$ cat config.mk
export PLATFORM = sky130hd
export DESIGN_NAME = instr_encoder
export DESIGN_NICKNAME = d
export VERILOG_FILES = /design/src/rtl/instr_encoder_pkg.sv /design/src/rtl/instr_field_pack.sv /design/src/rtl/instr_encoder.sv
export SDC_FILE = /design/constraint.sdc
export NUM_CORES = 1
export LEC_CHECK = 0
export ABC_AREA = 1
export CORE_UTILIZATION = 43
export DETAILED_ROUTE_END_ITERATION = 12
export GPL_ROUTABILITY_DRIVEN = 0
export GPL_TIMING_DRIVEN = 0
export PLACE_DENSITY = 0.86
export SLEW_MARGIN = 0
export SYNTH_ARGS = -nofsm -noshare
export SYNTH_HDL_FRONTEND = slang
export SYNTH_SLANG_ARGS = --single-unit
$ cat constraint.sdc
create_clock -name clk -period 4.92 [get_ports clk]
set_clock_uncertainty 0.2 [all_clocks]
set_input_delay 0.984 -clock clk [delete_from_list [all_inputs] [get_ports clk]]
set_output_delay 0.984 -clock clk [all_outputs]
set_load 0.02 [all_outputs]
$ cat src/rtl/instr_encoder_pkg.sv
// Shared encoding constants and enums for the instruction encoder and the main decoder.
package instr_encoder_pkg;

    localparam logic [6:0] OPC_R      = 7'b0110011;
    localparam logic [6:0] OPC_I      = 7'b0010011;
    localparam logic [6:0] OPC_LOAD   = 7'b0000011;
    localparam logic [6:0] OPC_STORE  = 7'b0100011;
    localparam logic [6:0] OPC_BRANCH = 7'b1100011;

    typedef enum logic [2:0] {
        CLS_R  = 3'b000,
        CLS_I  = 3'b001,
        CLS_LW = 3'b010,
        CLS_SW = 3'b011,
        CLS_BR = 3'b100
    } op_class_e;

    typedef enum logic [1:0] {
        ST_ACCEPT = 2'd0,
        ST_WRITE  = 2'd1,
        ST_FULL   = 2'd2
    } state_e;

endpackage

$ cat src/rtl/instr_field_pack.sv
// Packs one instruction descriptor into a 32-bit RV32I word and flags unencodable descriptors.
module instr_field_pack
    import instr_encoder_pkg::*;
(
    input  logic              [2:0]  op_class,
    input  logic              [2:0]  funct3,
    input  logic                     funct7b5,
    input  logic              [4:0]  rd,
    input  logic              [4:0]  rs1,
    input  logic              [4:0]  rs2,
    input  logic signed       [12:0] imm,
    output logic              [31:0] word,
    output logic                     illegal
);

    always_comb begin
        word    = '0;
        illegal = 1'b0;
        case (op_class)
            CLS_R:  word = {1'b0, funct7b5, 5'b00000, rs2, rs1, funct3, rd, OPC_R};
            CLS_I: begin
                // Shift-immediates carry the shift type in bit 30 and only a 5-bit shamt.
                if (funct3 == 3'b001 || funct3 == 3'b101)
                    word = {1'b0, funct7b5, 5'b00000, imm[4:0], rs1, funct3, rd, OPC_I};
                else
                    word = {imm[11:0], rs1, funct3, rd, OPC_I};
            end
            CLS_LW: word = {imm[11:0], rs1, 3'b010, rd, OPC_LOAD};
            CLS_SW: word = {imm[11:5], rs2, rs1, 3'b010, imm[4:0], OPC_STORE};
            CLS_BR: begin
                word    = {imm[12], imm[10:5], rs2, rs1, funct3, imm[4:1], imm[11], OPC_BRANCH};
                illegal = imm[0] || (funct3 == 3'b010) || (funct3 == 3'b011);
            end
            default: illegal = 1'b1;
        endcase
    end

endmodule

$ cat src/rtl/instr_encoder.sv
// Accepts instruction descriptors, encodes them and writes them sequentially into instruction memory.
module instr_encoder
    import instr_encoder_pkg::*;
#(
    parameter int ADDR_WIDTH = 6
) (
    input  logic                    clk,
    input  logic                    rst,
    input  logic                    clear,
    input  logic                    in_valid,
    output logic                    in_ready,
    input  logic [2:0]              op_class,
    input  logic [2:0]              funct3,
    input  logic                    funct7b5,
    input  logic [4:0]              rd,
    input  logic [4:0]              rs1,
    input  logic [4:0]              rs2,
    input  logic signed [12:0]      imm,
    output logic                    mem_we,
    output logic [ADDR_WIDTH-1:0]   mem_addr,
    output logic [31:0]             mem_wdata,
    output logic [ADDR_WIDTH-2:0]   count,
    output logic                    full,
    output logic                    err_illegal
);

    state_e                  state, state_nxt;
    logic [ADDR_WIDTH-1:0]   ptr;
    logic [ADDR_WIDTH-2:0]   cnt;
    logic                    err;
    logic [31:0]             word_pk;
    logic                    ill_pk;
    logic [31:0]             word_p0;
    logic                    hs;
    logic                    last_word;

    instr_field_pack u_pack (
        .op_class (op_class),
        .funct3   (funct3),
        .funct7b5 (funct7b5),
        .rd       (rd),
        .rs1      (rs1),
        .rs2      (rs2),
        .imm      (imm),
        .word     (word_pk),
        .illegal  (ill_pk)
    );

    assign hs        = in_valid && in_ready;
    assign last_word = &ptr[ADDR_WIDTH-1:2];

    always_ff @(posedge clk) begin
        if (rst)
            state <= ST_ACCEPT;
        else
            state <= state_nxt;
    end

    always_comb begin
        state_nxt = state;
        if (clear) begin
            state_nxt = ST_ACCEPT;
        end else begin
            case (state)
                ST_ACCEPT: if (hs && !ill_pk) state_nxt = ST_WRITE;
                ST_WRITE:  state_nxt = last_word ? ST_FULL : ST_ACCEPT;
                ST_FULL:   state_nxt = ST_FULL;
                default:   state_nxt = ST_ACCEPT;
            endcase
        end
    end

    always_comb begin
        in_ready = (state == ST_ACCEPT) && !clear;
        mem_we   = (state == ST_WRITE) && !clear && !rst;
        full     = (state == ST_FULL);
    end

    // Stage p0: encoded word held for the write cycle
    always_ff @(posedge clk) begin
        if (hs)
            word_p0 <= word_pk;
    end

    // The pointer parks on the last word once full so it only returns to 0 via clear/rst.
    always_ff @(posedge clk) begin
        if (rst || clear) begin
            ptr <= '0;
            cnt <= '0;
            err <= 1'b0;
        end else begin
            if (state == ST_WRITE) begin
                cnt <= cnt + 1'b1;
                if (!last_word)
                    ptr <= ptr + ADDR_WIDTH'(4);
            end
            if (hs && ill_pk)
                err <= 1'b1;
        end
    end

    assign mem_addr    = ptr;
    assign mem_wdata   = mem_we ? word_p0 : '0;
    assign count       = cnt;
    assign err_illegal = err;

endmodule

==> impl_results.md <==
* Outcome: completed
* Share of the yosys chip area belonging to registers at 0.5127
* Post-cts sizing count at 0
* First-pass GRT wire length at approximately 7700 um
* Via count at about 2.0k
* Number of cells on the worst hold path at 2
* Type of the tightest min-delay check: flop to flop
* Number of buffers created by CTS at 5
* Clock network latency to the later pin of the worst-skew pair at ~280 ps
* Nature of the critical path endpoint: output pin
* Hold Violations, Final at 0
* Met2 demand-to-capacity share in global routing at 0.3519
* Data arrival at the endpoint of the critical path at just under 3000 ps
* Synth Instances at around 280
* Max FO, Critical Path at 10
* Accumulated negative setup slack at 0 ps
* Ys async rst share at 0
* Count of buffers added by post-CTS timing repair for setup at 0
* Cell area after synthesis at 2167 um2
* Count of unresolved DRC violations after routing at 0
* WL final at around 4700 um
* Area growth syn-to-layout at 45.09%
* Max Buffers Root-to-Sink at 2
* Most frequent cell after synthesis: nand2_1
* Floorplan row count at 25
* Time the final worst path needs with I/O delays and setup at ~4100 ps
* Dominant synthesized flop cell: edfxtp_1
* # Max-Cap Violations at 0
* Number of inserted diodes at 0
* Avg Synthesized Cell Area at 7.880 um2
* Clock tree from TritonCTS: built
* Final net count at around 400
* Setup Crit Path Kind: input pin to output pin
* First-pass detailed-route iteration total at 4
* Vert. Die Dim at ~73 um
* Number of buffers added to fix hold violations after cts at 0
* Total of buffers placed on input and output ports at 80
* Ratio of cells with drive above 1 in the final layout at 0.08743
* Root Buffer Master: clkbuf_8
* Number of clock sinks seen by CTS at 41
* List of most frequent post-synthesis cells: nand2_1 (61), nor2_1 (59), inv_1 (56), edfxtp_1 (29), dfxtp_1 (12)
* Reg2Reg Depth at 3
* Unrepaired setup endpoints after global routing: no
* Pin count of the biggest net entering global routing at 30
* Leakage power figure at about 1.4 nW
* Worst-case hold slack at between 200 and 300 ps
* Top-area cell type share of the netlist area at 0.4018
* Total congestion overflow after global routing at 0
* Final Slew Violations at 0
* Post-synthesis sequential element count at 41
* Worst-case headroom to the max-slew limit at 0.2710
* Share of the clock period used by the worst path after layout at 0.8381
* Yosys warnings at 0
* Area of the die at between 5000 and 6000 um2
* Initial Utilization at 0.4528
* Core area at 4786 um2
* Nature of the critical path startpoint: input pin
* Number of enable-type register cells in the synthesized netlist at 29
* Count of final setup violators at 0
* Number of antenna violations at the first check in global routing at 0
* Worst path required time at roughly 3700 ps
* Worst-Margin Slew at roughly 1100 ps
* Max H-tree Level at 2
* Post-CTS clock slew at the launch and capture registers of the worst setup and hold paths at approximately 70 ps
* Residual antenna-violating net count after detailed routing at 0
* Ranking of synthesized cells by area: edfxtp_1 (40%), dfxtp_1 (11%), nand2_1 (11%)
* Die X-Extent at about 73 um
* Power density cells at 218.9 nW/um2
* Library cell occupying the most area in the post-synthesis netlist: edfxtp_1
* Met3 usage in global routing at 0.03315
* Unique masters post-synth at 23
* Number of global-route vias before repair at 1,867
* Timing-limited maximum frequency at roughly 240 MHz
* Number of placed I/O pins at 86
* GRT Util Overall at 0.1881
* Estimated wirelength of the detail-placed design at 3727 um
* First-iteration detailed-routing DRC count at ~130
* Via-to-Cell Ratio at approximately 4.6
* Worst IR drop on VDD at approximately 200 uV
* Wire per inst at 10.79 um
* Layer with the highest usage after global routing: met2
* Global routing met1 resource utilization at 0.2086
final timing paths:
kind	from	to	slack (ps)
setup / recovery	clear	mem_wdata[1]	800
hold / removal	err_illegal$_SDFFE_PP0P_	err_illegal$_SDFFE_PP0P_	280
setup reg to reg	state[1]$_SDFFE_PP0P_	word_p0[23]$_DFFE_PP_	2730
hold reg to reg	err_illegal$_SDFFE_PP0P_	err_illegal$_SDFFE_PP0P_	280
layout by cell type (no fill, tap or decap), types with 5 or more instances in the layout:
cell	n
inv_1	56
o21ai_0	5
clkdlybuf4s50_1	80
inv_2	6
nand3_1	10
clkbuf_8	5
buf_4	5
nor2_1	59
dfxtp_1	12
nand2_1	61
a21oi_1	9
edfxtp_1	29
registers in the layout, summed over array words and instances, names as in the netlist:
signal and flops:
state 2, err_illegal 1, count 5, word_p0 29
mem_addr 4
cells by family after synthesis:
group	after synthesis	synth area share
buf+inv	72	0.1478
flops	41	0.5127
other cells	1	0.001730
simple gates	143	0.2846
fa+ha+maj	2	0.01155
compound gates	16	0.04157
worst max-delay path: stages:
cell and delay, ps:
clkdlybuf4s50_1 440, nor2_1 150, inv_1 120, nor2_4 150
inv_2 70, buf_6 140, nor2_1 160, buf_4 140
clkdlybuf4s50_1 590
layout make-up:
class,instances,area (um2)
Fill cell,426,1642
Tap cell,67,83.83
Timing Repair Buffer,80,800.8
Clock inverter,3,12.51
Multi-Input combinational cell,165,747.0
Clock buffer,5,68.82
Sequential cell,41,1111
Buffer,10,87.58
Inverter,62,232.7
routing by layer:
| layer | vias to the layer above | routed length (um) |
|---|---|---|
| met5 | - | 0 |
| met1 | 896 | 1951 |
| met2 | 76 | 2361 |
| met4 | 0 | 97 |
| li1 | 1002 | - |
| met3 | 12 | 260 |
per-stage QoR:
step	instance area [um2]	setup slack (ps)	utilization	total power (W)	std cells
floorplan	2178	1596	-	0.0004459	278
global placement	3063	827.9	0.6400	0.0004914	425
detailed placement	3063	772.8	0.6400	0.0004951	425
CTS	3144	769.1	0.6570	0.0006931	433
global route	3144	651.6	0.6570	0.0007214	433
finish	3144	796.7	0.6570	0.0006883	433
report_power, final:
| group | total [W] | switching (W) | leakage, nW | internal (W) |
|---|---|---|---|---|
| registers | 0.000389 | 0.00000330 | 0.374 | 0.000386 |
| logic | 0.0000983 | 0.0000518 | 0.986 | 0.0000465 |
| clock network | 0.000201 | 0.000105 | 0.0430 | 0.0000954 |
| total | 0.000688 | 0.000160 | 1.40 | 0.000528 |
Power figures use the tool's default switching activity.
